--- config.mk ---
export PLATFORM = sky130hd
export DESIGN_NAME = fetch_controller_flat
export DESIGN_NICKNAME = d
export VERILOG_FILES = /design/src/rtl/fetch_controller_pkg.sv /design/src/rtl/fetch_controller_if.sv /design/src/rtl/fetch_controller_next_pc_gen.sv /design/src/rtl/fetch_controller.sv /design/src/flat_wrapper.sv
export SDC_FILE = /design/constraint.sdc
export NUM_CORES = 1
export LEC_CHECK = 0
export ABC_CLOCK_PERIOD_IN_PS = 2600
export BUFFER_PORTS_ARGS = -buffer_cell sky130_fd_sc_hd__buf_2
export CAP_MARGIN = 5
export CORE_MARGIN = 1.5
export CORE_UTILIZATION = 53
export DETAILED_ROUTE_END_ITERATION = 8
export GPL_ROUTABILITY_DRIVEN = 0
export PLACE_DENSITY = 0.82
export SLEW_MARGIN = 20
export SYNTH_ARGS = -nofsm -noshare
export SYNTH_HDL_FRONTEND = slang
export SYNTH_SLANG_ARGS = --single-unit
--- constraint.sdc ---
create_clock -name CLK -period 2.6 [get_ports CLK]
set_input_delay 0.65 -clock CLK [delete_from_list [all_inputs] [get_ports CLK]]
set_output_delay 0.65 -clock CLK [all_outputs]
set_load 0.03 [all_outputs]
--- src/rtl/fetch_controller_pkg.sv ---
// Shared types for the fetch stage: word type, PC-select codes and fetch FSM encodings.
// Used by fetch_controller, next_pc_gen and fetch_controller_if.
package fetch_controller_pkg;

    typedef logic [31:0] word_t;

    typedef enum logic [1:0] {
        PC_SEQ = 2'd0,
        PC_BR  = 2'd1,
        PC_J   = 2'd2,
        PC_JR  = 2'd3
    } pcsel_t;

    typedef logic [2:0] fetch_state_t;

    localparam fetch_state_t IDLE  = 3'd0;
    localparam fetch_state_t FETCH = 3'd1;
    localparam fetch_state_t HOLD  = 3'd2;
    localparam fetch_state_t DRAIN = 3'd3;
    localparam fetch_state_t HALT  = 3'd4;

    localparam word_t INSTR_BYTES = 32'd4;

    // Saturating increment for the optional performance counters.
    function automatic word_t sat_inc(input word_t v);
        return (v == '1) ? v : v + 32'd1;
    endfunction

endpackage

--- src/rtl/fetch_controller_if.sv ---
// Fetch-stage bundle: instruction-memory port, redirect/halt from execute and the decode handoff.
// master = fetch_controller, slave = its environment (memory, execute, decode).
interface fetch_controller_if;
    import fetch_controller_pkg::*;

    logic       ihit;
    word_t      iload;
    logic       iREN;
    word_t      iaddr;
    logic       stall;
    logic       redir_valid;
    pcsel_t     redir_sel;
    word_t      redir_base;
    logic [15:0] bimm;
    logic [25:0] jimm;
    word_t      jraddr;
    logic       halt;
    logic       instr_valid;
    word_t      instr;
    word_t      instr_pc;
    logic       halted;

    modport master (
        input  ihit, iload, stall, redir_valid, redir_sel, redir_base, bimm, jimm, jraddr, halt,
        output iREN, iaddr, instr_valid, instr, instr_pc, halted
    );

    modport slave (
        output ihit, iload, stall, redir_valid, redir_sel, redir_base, bimm, jimm, jraddr, halt,
        input  iREN, iaddr, instr_valid, instr, instr_pc, halted
    );

endinterface

--- src/rtl/fetch_controller_next_pc_gen.sv ---
// Combinational next-PC selector: sequential, branch, jump or register-indirect target.
module next_pc_gen
    import fetch_controller_pkg::*;
(
    input  pcsel_t      sel,
    input  word_t       pc,
    input  word_t       base,
    input  logic [15:0] bimm,
    input  logic [25:0] jimm,
    input  word_t       jraddr,
    output word_t       target
);

    always_comb begin
        target = pc + INSTR_BYTES;
        unique case (sel)
            PC_SEQ:  target = pc + INSTR_BYTES;
            PC_BR:   target = base + {{14{bimm[15]}}, bimm, 2'b00};
            PC_J:    target = {4'b0000, jimm, 2'b00};
            PC_JR:   target = jraddr;
            default: target = pc + INSTR_BYTES;
        endcase
    end

endmodule

--- src/rtl/fetch_controller.sv ---
// Fetch-stage sequencer: owns the PC and the instruction-memory request, handles redirects,
// decode back-pressure and halt. Optional counters enabled by defining FETCH_PERF_EN.
module fetch_controller
    import fetch_controller_pkg::*;
#(
    parameter word_t RESET_PC = 32'h0000_0000
) (
    input  logic                CLK,
    input  logic                nRST,
    fetch_controller_if.master  bus_io
`ifdef FETCH_PERF_EN
    ,
    output word_t               fetch_cnt,
    output word_t               squash_cnt
`endif
);

    fetch_state_t state_q, state_d;
    word_t        pc_q, pc_d;
    word_t        tgt_q, tgt_d;
    word_t        instr_q, instr_d;
    word_t        instr_pc_q, instr_pc_d;
    logic         valid_q, valid_d;
    logic         halt_pend_q, halt_pend_d;

    logic   redir;
    logic   halt_req;
    pcsel_t gen_sel;
    word_t  gen_target;

    assign redir    = bus_io.redir_valid && (bus_io.redir_sel != PC_SEQ);
    assign halt_req = bus_io.halt || halt_pend_q;
    assign gen_sel  = redir ? bus_io.redir_sel : PC_SEQ;

    next_pc_gen u_next_pc_gen (
        .sel    (gen_sel),
        .pc     (pc_q),
        .base   (bus_io.redir_base),
        .bimm   (bus_io.bimm),
        .jimm   (bus_io.jimm),
        .jraddr (bus_io.jraddr),
        .target (gen_target)
    );

    always_comb begin
        state_d     = state_q;
        pc_d        = pc_q;
        tgt_d       = tgt_q;
        instr_d     = instr_q;
        instr_pc_d  = instr_pc_q;
        valid_d     = valid_q;
        halt_pend_d = halt_pend_q;

        case (state_q)
            IDLE: begin
                valid_d = 1'b0;
                if (halt_req) begin
                    state_d = HALT;
                end else begin
                    state_d = FETCH;
                    if (redir) pc_d = gen_target;
                end
            end

            FETCH: begin
                valid_d = 1'b0;
                if (bus_io.ihit) begin
                    if (halt_req) begin
                        state_d = HALT;
                    end else if (redir) begin
                        pc_d = gen_target;
                    end else begin
                        // No redirect, so gen_target is the sequential PC+4.
                        valid_d    = 1'b1;
                        instr_d    = bus_io.iload;
                        instr_pc_d = pc_q;
                        pc_d       = gen_target;
                        state_d    = bus_io.stall ? HOLD : FETCH;
                    end
                end else begin
                    halt_pend_d = halt_req;
                    if (redir) begin
                        tgt_d   = gen_target;
                        state_d = DRAIN;
                    end
                end
            end

            HOLD: begin
                if (halt_req) begin
                    valid_d = 1'b0;
                    state_d = HALT;
                end else if (redir) begin
                    valid_d = 1'b0;
                    pc_d    = gen_target;
                    state_d = FETCH;
                end else if (!bus_io.stall) begin
                    valid_d = 1'b0;
                    state_d = FETCH;
                end
            end

            DRAIN: begin
                valid_d = 1'b0;
                if (bus_io.ihit) begin
                    if (halt_req) begin
                        state_d = HALT;
                    end else begin
                        // A redirect landing with the stale word is younger than tgt_q.
                        pc_d    = redir ? gen_target : tgt_q;
                        state_d = FETCH;
                    end
                end else begin
                    halt_pend_d = halt_req;
                    if (redir) tgt_d = gen_target;
                end
            end

            HALT: begin
                valid_d = 1'b0;
            end

            default: begin
                valid_d = 1'b0;
                state_d = IDLE;
            end
        endcase
    end

    always_ff @(posedge CLK or negedge nRST) begin
        if (!nRST) begin
            state_q     <= IDLE;
            pc_q        <= RESET_PC;
            tgt_q       <= '0;
            instr_q     <= '0;
            instr_pc_q  <= '0;
            valid_q     <= 1'b0;
            halt_pend_q <= 1'b0;
        end else begin
            state_q     <= state_d;
            pc_q        <= pc_d;
            tgt_q       <= tgt_d;
            instr_q     <= instr_d;
            instr_pc_q  <= instr_pc_d;
            valid_q     <= valid_d;
            halt_pend_q <= halt_pend_d;
        end
    end

    assign bus_io.iREN        = (state_q == FETCH) || (state_q == DRAIN);
    assign bus_io.iaddr       = pc_q;
    assign bus_io.instr_valid = valid_q;
    assign bus_io.instr       = instr_q;
    assign bus_io.instr_pc    = instr_pc_q;
    assign bus_io.halted      = (state_q == HALT);

`ifdef FETCH_PERF_EN
    logic  deliver, discard, squash_hold;
    word_t fetch_cnt_q, squash_cnt_q;

    assign deliver     = (state_q == FETCH) && bus_io.ihit && !halt_req && !redir;
    assign discard     = bus_io.ihit &&
                         ((state_q == DRAIN) || ((state_q == FETCH) && (halt_req || redir)));
    assign squash_hold = (state_q == HOLD) && !halt_req && redir;

    always_ff @(posedge CLK or negedge nRST) begin
        if (!nRST) begin
            fetch_cnt_q  <= '0;
            squash_cnt_q <= '0;
        end else begin
            if (deliver) fetch_cnt_q <= sat_inc(fetch_cnt_q);
            if (discard || squash_hold) squash_cnt_q <= sat_inc(squash_cnt_q);
        end
    end

    assign fetch_cnt  = fetch_cnt_q;
    assign squash_cnt = squash_cnt_q;
`endif

endmodule

--- src/flat_wrapper.sv ---
// flat-port wrapper written by rule: the top's interface ports become plain ports
module fetch_controller_flat import fetch_controller_pkg::*;
#(
    parameter word_t RESET_PC = 32'h0000_0000
)
  (CLK, nRST, bus_io_ihit, bus_io_iload, bus_io_stall, bus_io_redir_valid, bus_io_redir_sel, bus_io_redir_base, bus_io_bimm, bus_io_jimm, bus_io_jraddr, bus_io_halt, bus_io_iREN, bus_io_iaddr, bus_io_instr_valid, bus_io_instr, bus_io_instr_pc, bus_io_halted);
  fetch_controller_if bus_io_i ();
  input  logic CLK;
  input  logic nRST;
  input wire logic [$bits(bus_io_i.ihit)-1:0] bus_io_ihit;
  input wire logic [$bits(bus_io_i.iload)-1:0] bus_io_iload;
  input wire logic [$bits(bus_io_i.stall)-1:0] bus_io_stall;
  input wire logic [$bits(bus_io_i.redir_valid)-1:0] bus_io_redir_valid;
  input wire logic [$bits(bus_io_i.redir_sel)-1:0] bus_io_redir_sel;
  input wire logic [$bits(bus_io_i.redir_base)-1:0] bus_io_redir_base;
  input wire logic [$bits(bus_io_i.bimm)-1:0] bus_io_bimm;
  input wire logic [$bits(bus_io_i.jimm)-1:0] bus_io_jimm;
  input wire logic [$bits(bus_io_i.jraddr)-1:0] bus_io_jraddr;
  input wire logic [$bits(bus_io_i.halt)-1:0] bus_io_halt;
  output wire logic [$bits(bus_io_i.iREN)-1:0] bus_io_iREN;
  output wire logic [$bits(bus_io_i.iaddr)-1:0] bus_io_iaddr;
  output wire logic [$bits(bus_io_i.instr_valid)-1:0] bus_io_instr_valid;
  output wire logic [$bits(bus_io_i.instr)-1:0] bus_io_instr;
  output wire logic [$bits(bus_io_i.instr_pc)-1:0] bus_io_instr_pc;
  output wire logic [$bits(bus_io_i.halted)-1:0] bus_io_halted;
  assign bus_io_i.ihit = bus_io_ihit;
  assign bus_io_i.iload = bus_io_iload;
  assign bus_io_i.stall = bus_io_stall;
  assign bus_io_i.redir_valid = bus_io_redir_valid;
  assign bus_io_i.redir_sel = bus_io_redir_sel;
  assign bus_io_i.redir_base = bus_io_redir_base;
  assign bus_io_i.bimm = bus_io_bimm;
  assign bus_io_i.jimm = bus_io_jimm;
  assign bus_io_i.jraddr = bus_io_jraddr;
  assign bus_io_i.halt = bus_io_halt;
  assign bus_io_iREN = bus_io_i.iREN;
  assign bus_io_iaddr = bus_io_i.iaddr;
  assign bus_io_instr_valid = bus_io_i.instr_valid;
  assign bus_io_instr = bus_io_i.instr;
  assign bus_io_instr_pc = bus_io_i.instr_pc;
  assign bus_io_halted = bus_io_i.halted;
  fetch_controller #(.RESET_PC(RESET_PC)) u_core (.CLK(CLK), .nRST(nRST), .bus_io(bus_io_i));
endmodule
==> results.txt <==
- Outcome: complete, but fails checks
* Failing checks: setup timing
- Final Util: 0.755
- Largest area contributor in the synthesized netlist: dfrtp_1
- In the routed layout, each cell is associated on average with a via count of 5.94.
- The count of final hold-check violations came to 0.
- Required time at the worst-slack endpoint: 2.88 ns
* Min cycle time layout: approximately 2.6 ns
- Final global-route overflow total: 0
* Post-detailed-placement half-perimeter wirelength: 20,400 µm
* Highest clock rate: 384 MHz
* Number of design-rule violations left by the first detailed-router iteration: 593
- The worst register-to-register path ends at u_core.bus_io.iaddr[26]$_DFFE_PN0P_.
- Entering global routing, the biggest net connects 70 pins.
- Per-cell routed wire length: 18.3 µm
- Post-route clock period utilization: 1.00
- Of all nets on the critical path, the largest fanout is 10.
- R2r setup slk: about 0.21 ns
* Total negative setup slack: -0.00522 ns
* Vias in the first global route: 8,385
- Detailed-routing iteration count for the pre-antenna-repair pass: 6
* Count of different cell masters after synthesis: 60
* CP Capture Type: flop
- Unrepaired setup endpoints after global routing: yes
- After synthesis, the mean cell area works out to 9.13 µm².
* Main combinational cell family by area after synthesis: compound AO/OA/AOI/OAI gates
- Across all layers, the routed design uses 8,823 vias.
- Pre-CTS worst setup slack: -0.477 ns
* Most frequent cells after synthesis: 133 x dfrtp_1, 119 x nand2_1, 83 x o21ai_0
- Clock tree synthesis found a total of 133 sinks.
- Of the total synthesized cell area, the portion taken by XOR and XNOR cells is 0.0433.
* Gate count of the mapped netlist: 909
- Leading cell types by total area after synthesis: dfrtp_1 40%, mux2_2 9.9%, nand2_1 5.4%
* Basic-gate share of the synthesized area counting and, or, nand and nor cells: 0.153
* Cell area after synthesis: 8300 µm²
* Fraction of synthesized cell area taken by the top area cell type: 0.401
- FILL cells: 1,093
- Startpoint of the worst register-to-register path: u_core.bus_io.iaddr[2]$_DFFE_PN0P_
- Placeable Area: 15,300 µm²
- Die ar.: 16,400 µm²
- Count of final setup violators: 1
- Setup slack on the critical path of the routed design comes to -0.00522 ns.
- Adder and majority gate portion of the synthesized area: 0.0476
* Width of the chip: 128 µm
* Number of enable flip-flop cells after synthesis: 0
- For this run, design rule violations remaining after detail routing come to 0.
* Count of cells along the worst register-to-register path: 9
* Compound-gate portion of the synthesized area: 0.202
* Initial core utilization: 0.544
- Compared with the post-synthesis result, the final layout area differs by 38.8%.
* Leading cell type by number of instances after synthesis: dfrtp_1
* Hold crit path type: in -> async
- The routed design has 27,200 µm of wire.
- Final-report max-slew violation count: 0
- Largest vdd supply drop: 0.000549 V
- Standard-cell row count: 45
- Maximum level of the CTS H-tree: 4
- I/O pin total: 245
- Clock tree synthesis inserted a total of 17 buffers.
- The worst pin sits at a relative slew slack of 0.676.
- In the synthesized netlist the dominant register cell turns out to be dfrtp_1.
- The tree is rooted in a clkbuf_16.
- Startpoint Class: primary input
- The worst setup path is of the in -> reg kind.
* Power density of the placed cells: 863 nW/µm²
- Warnings from Yosys: 0
- Proportion of synthesized chip area in sequential cells: 0.401
- Total global routing track utilization: 0.325
* Leakage power of the design: approximately 5.8 nW
- Total of max-cap violations: 0
- CTS tree: done
- Number of hold buffers added after cts: 0
- Registers take about 3300 µm².
* Asr flop ratio synth: 1.00
- The portion of synthesized area spent on multiplexers is 0.121.
- Synthesis inferred between 100 and 150 register bits.
* Reg clk slew, reported paths: roughly 0.06 ns
* Number of nets produced by synthesis: 1,086
* Overall power: 0.00994 W
- Worst-case clock buffer depth: 2
- Routed Antenna Nets: 0
- Source-to-sink clock delay at the later pin of the worst-skew pair: ~0.42 ns
- The first global-routing pass estimated 41,700 µm of wire.
* Y dimension of the die: 128 µm
* Data arrival time of the critical path: 2.89 ns
* Transition time at the pin with the least slew margin: ~0.5 ns
* Final #Nets: 1,438
* Fraction of layout cells with a size suffix above 1: 0.414
- The count of buffers added on input and output ports is 244.
- Summing all multi-input logic gate instances after layout gives 4910 µm².
- The initial antenna violation count is 1.
* Setup Skew: about 0.008 ns
==> stage by stage <==
stage	instances	hold slack, ns	instance area, µm²
after floorplan	909	0.354	8310
after global placement	1450	0.457	10700
after detailed placement	1450	0.471	10700
after CTS	1482	0.186	11300
after global routing	1486	0.213	11500
final	1486	0.179	11500
==> logic make-up after synthesis <==
logic type / Yosys count
xor+xnor: 41
mux: 91
buf+inv: 69
fa+ha+maj: 31
flops: 133
simple gates: 276
compound gates: 268
==> worst max-delay path, cell delays in order <==
cell	delay, ns
clkbuf_4	0.20
buf_4	0.19
buf_4	0.14
ha_1	0.36
a21oi_1	0.17
nor2_1	0.06
a311o_1	0.36
or3_1	0.40
a32oi_2	0.24
a31oi_1	0.13
==> registers in the layout, indices dropped and copies added (netlist names) <==
register / count
u_core.bus_io.iaddr: 32
u_core.bus_io.instr: 32
u_core.bus_io.instr_pc: 32
u_core.bus_io.instr_valid: 1
u_core.halt_pend_q: 1
u_core.state_q: 3
u_core.tgt_q: 32
==> area by class of cell <==
class / count / area share
antenna: 1 / 0.000217
clock buffer: 21 / 0.0408
clock inverter: 11 / 0.0110
inverter: 19 / 0.00619
multi-input combinational: 707 / 0.426
sequential: 133 / 0.289
tap: 211 / 0.0229
timing repair buffer: 383 / 0.203
==> how the worst max path moves through the flow <==
stage                         start                                   to  slack [ns]  cells past startpoint
floorplan            bus_io_bimm[0]  u_core.bus_io.iaddr[30]$_DFFE_PN0P_       -0.01                     11
global placement     bus_io_bimm[0]         u_core.tgt_q[26]$_DFFE_PN0P_       -0.39                     13
detailed placement   bus_io_bimm[0]         u_core.tgt_q[26]$_DFFE_PN0P_       -0.48                     13
CTS                  bus_io_bimm[0]  u_core.bus_io.iaddr[30]$_DFFE_PN0P_        0.01                     13
global route        bus_io_bimm[15]  u_core.bus_io.iaddr[30]$_DFFE_PN0P_       -0.11                     10
finish              bus_io_bimm[15]  u_core.bus_io.iaddr[30]$_DFFE_PN0P_      -0.005                     10
==> where the power goes <==
group          internal [W]  switching (W)
sequential          0.00275       0.000630
clock               0.00149       0.000871
combinational       0.00162        0.00258
total               0.00586        0.00408
==> placed cells by master, fill, tap and decap left out, types with 11 or more instances in the layout <==
cell type and count:
nor3_1 11, clkbuf_16 17, xnor2_1 17, ha_1 24, a31oi_1 21, o21ai_0 75, nor2_1 60, nand3_1 16
inv_1 18, mux2_2 73, a21o_1 14, nand2_1 119, mux2i_1 18, nand4_1 16, buf_4 134, a21oi_1 53
buf_2 240, o211ai_1 14, xor2_1 24, dfrtp_1 133
==> metal layers <==
metal  track usage  part of all wire  vias to the layer above
li1              -                 -                     4028
met1         0.387              0.38                     4128
met2         0.565              0.48                      552
met3        0.0659             0.093                      115
met4         0.155             0.048                        0
met5             0                 0                        -
==> what timing repair did <==
action	CTS	global route
setup endpoints to repair	3	35
endpoints found under the hold margin	0	0
gates resized for setup	2	46
setup buffers	0	3
pin swaps	0	18
(Power assumes the default switching activity.)
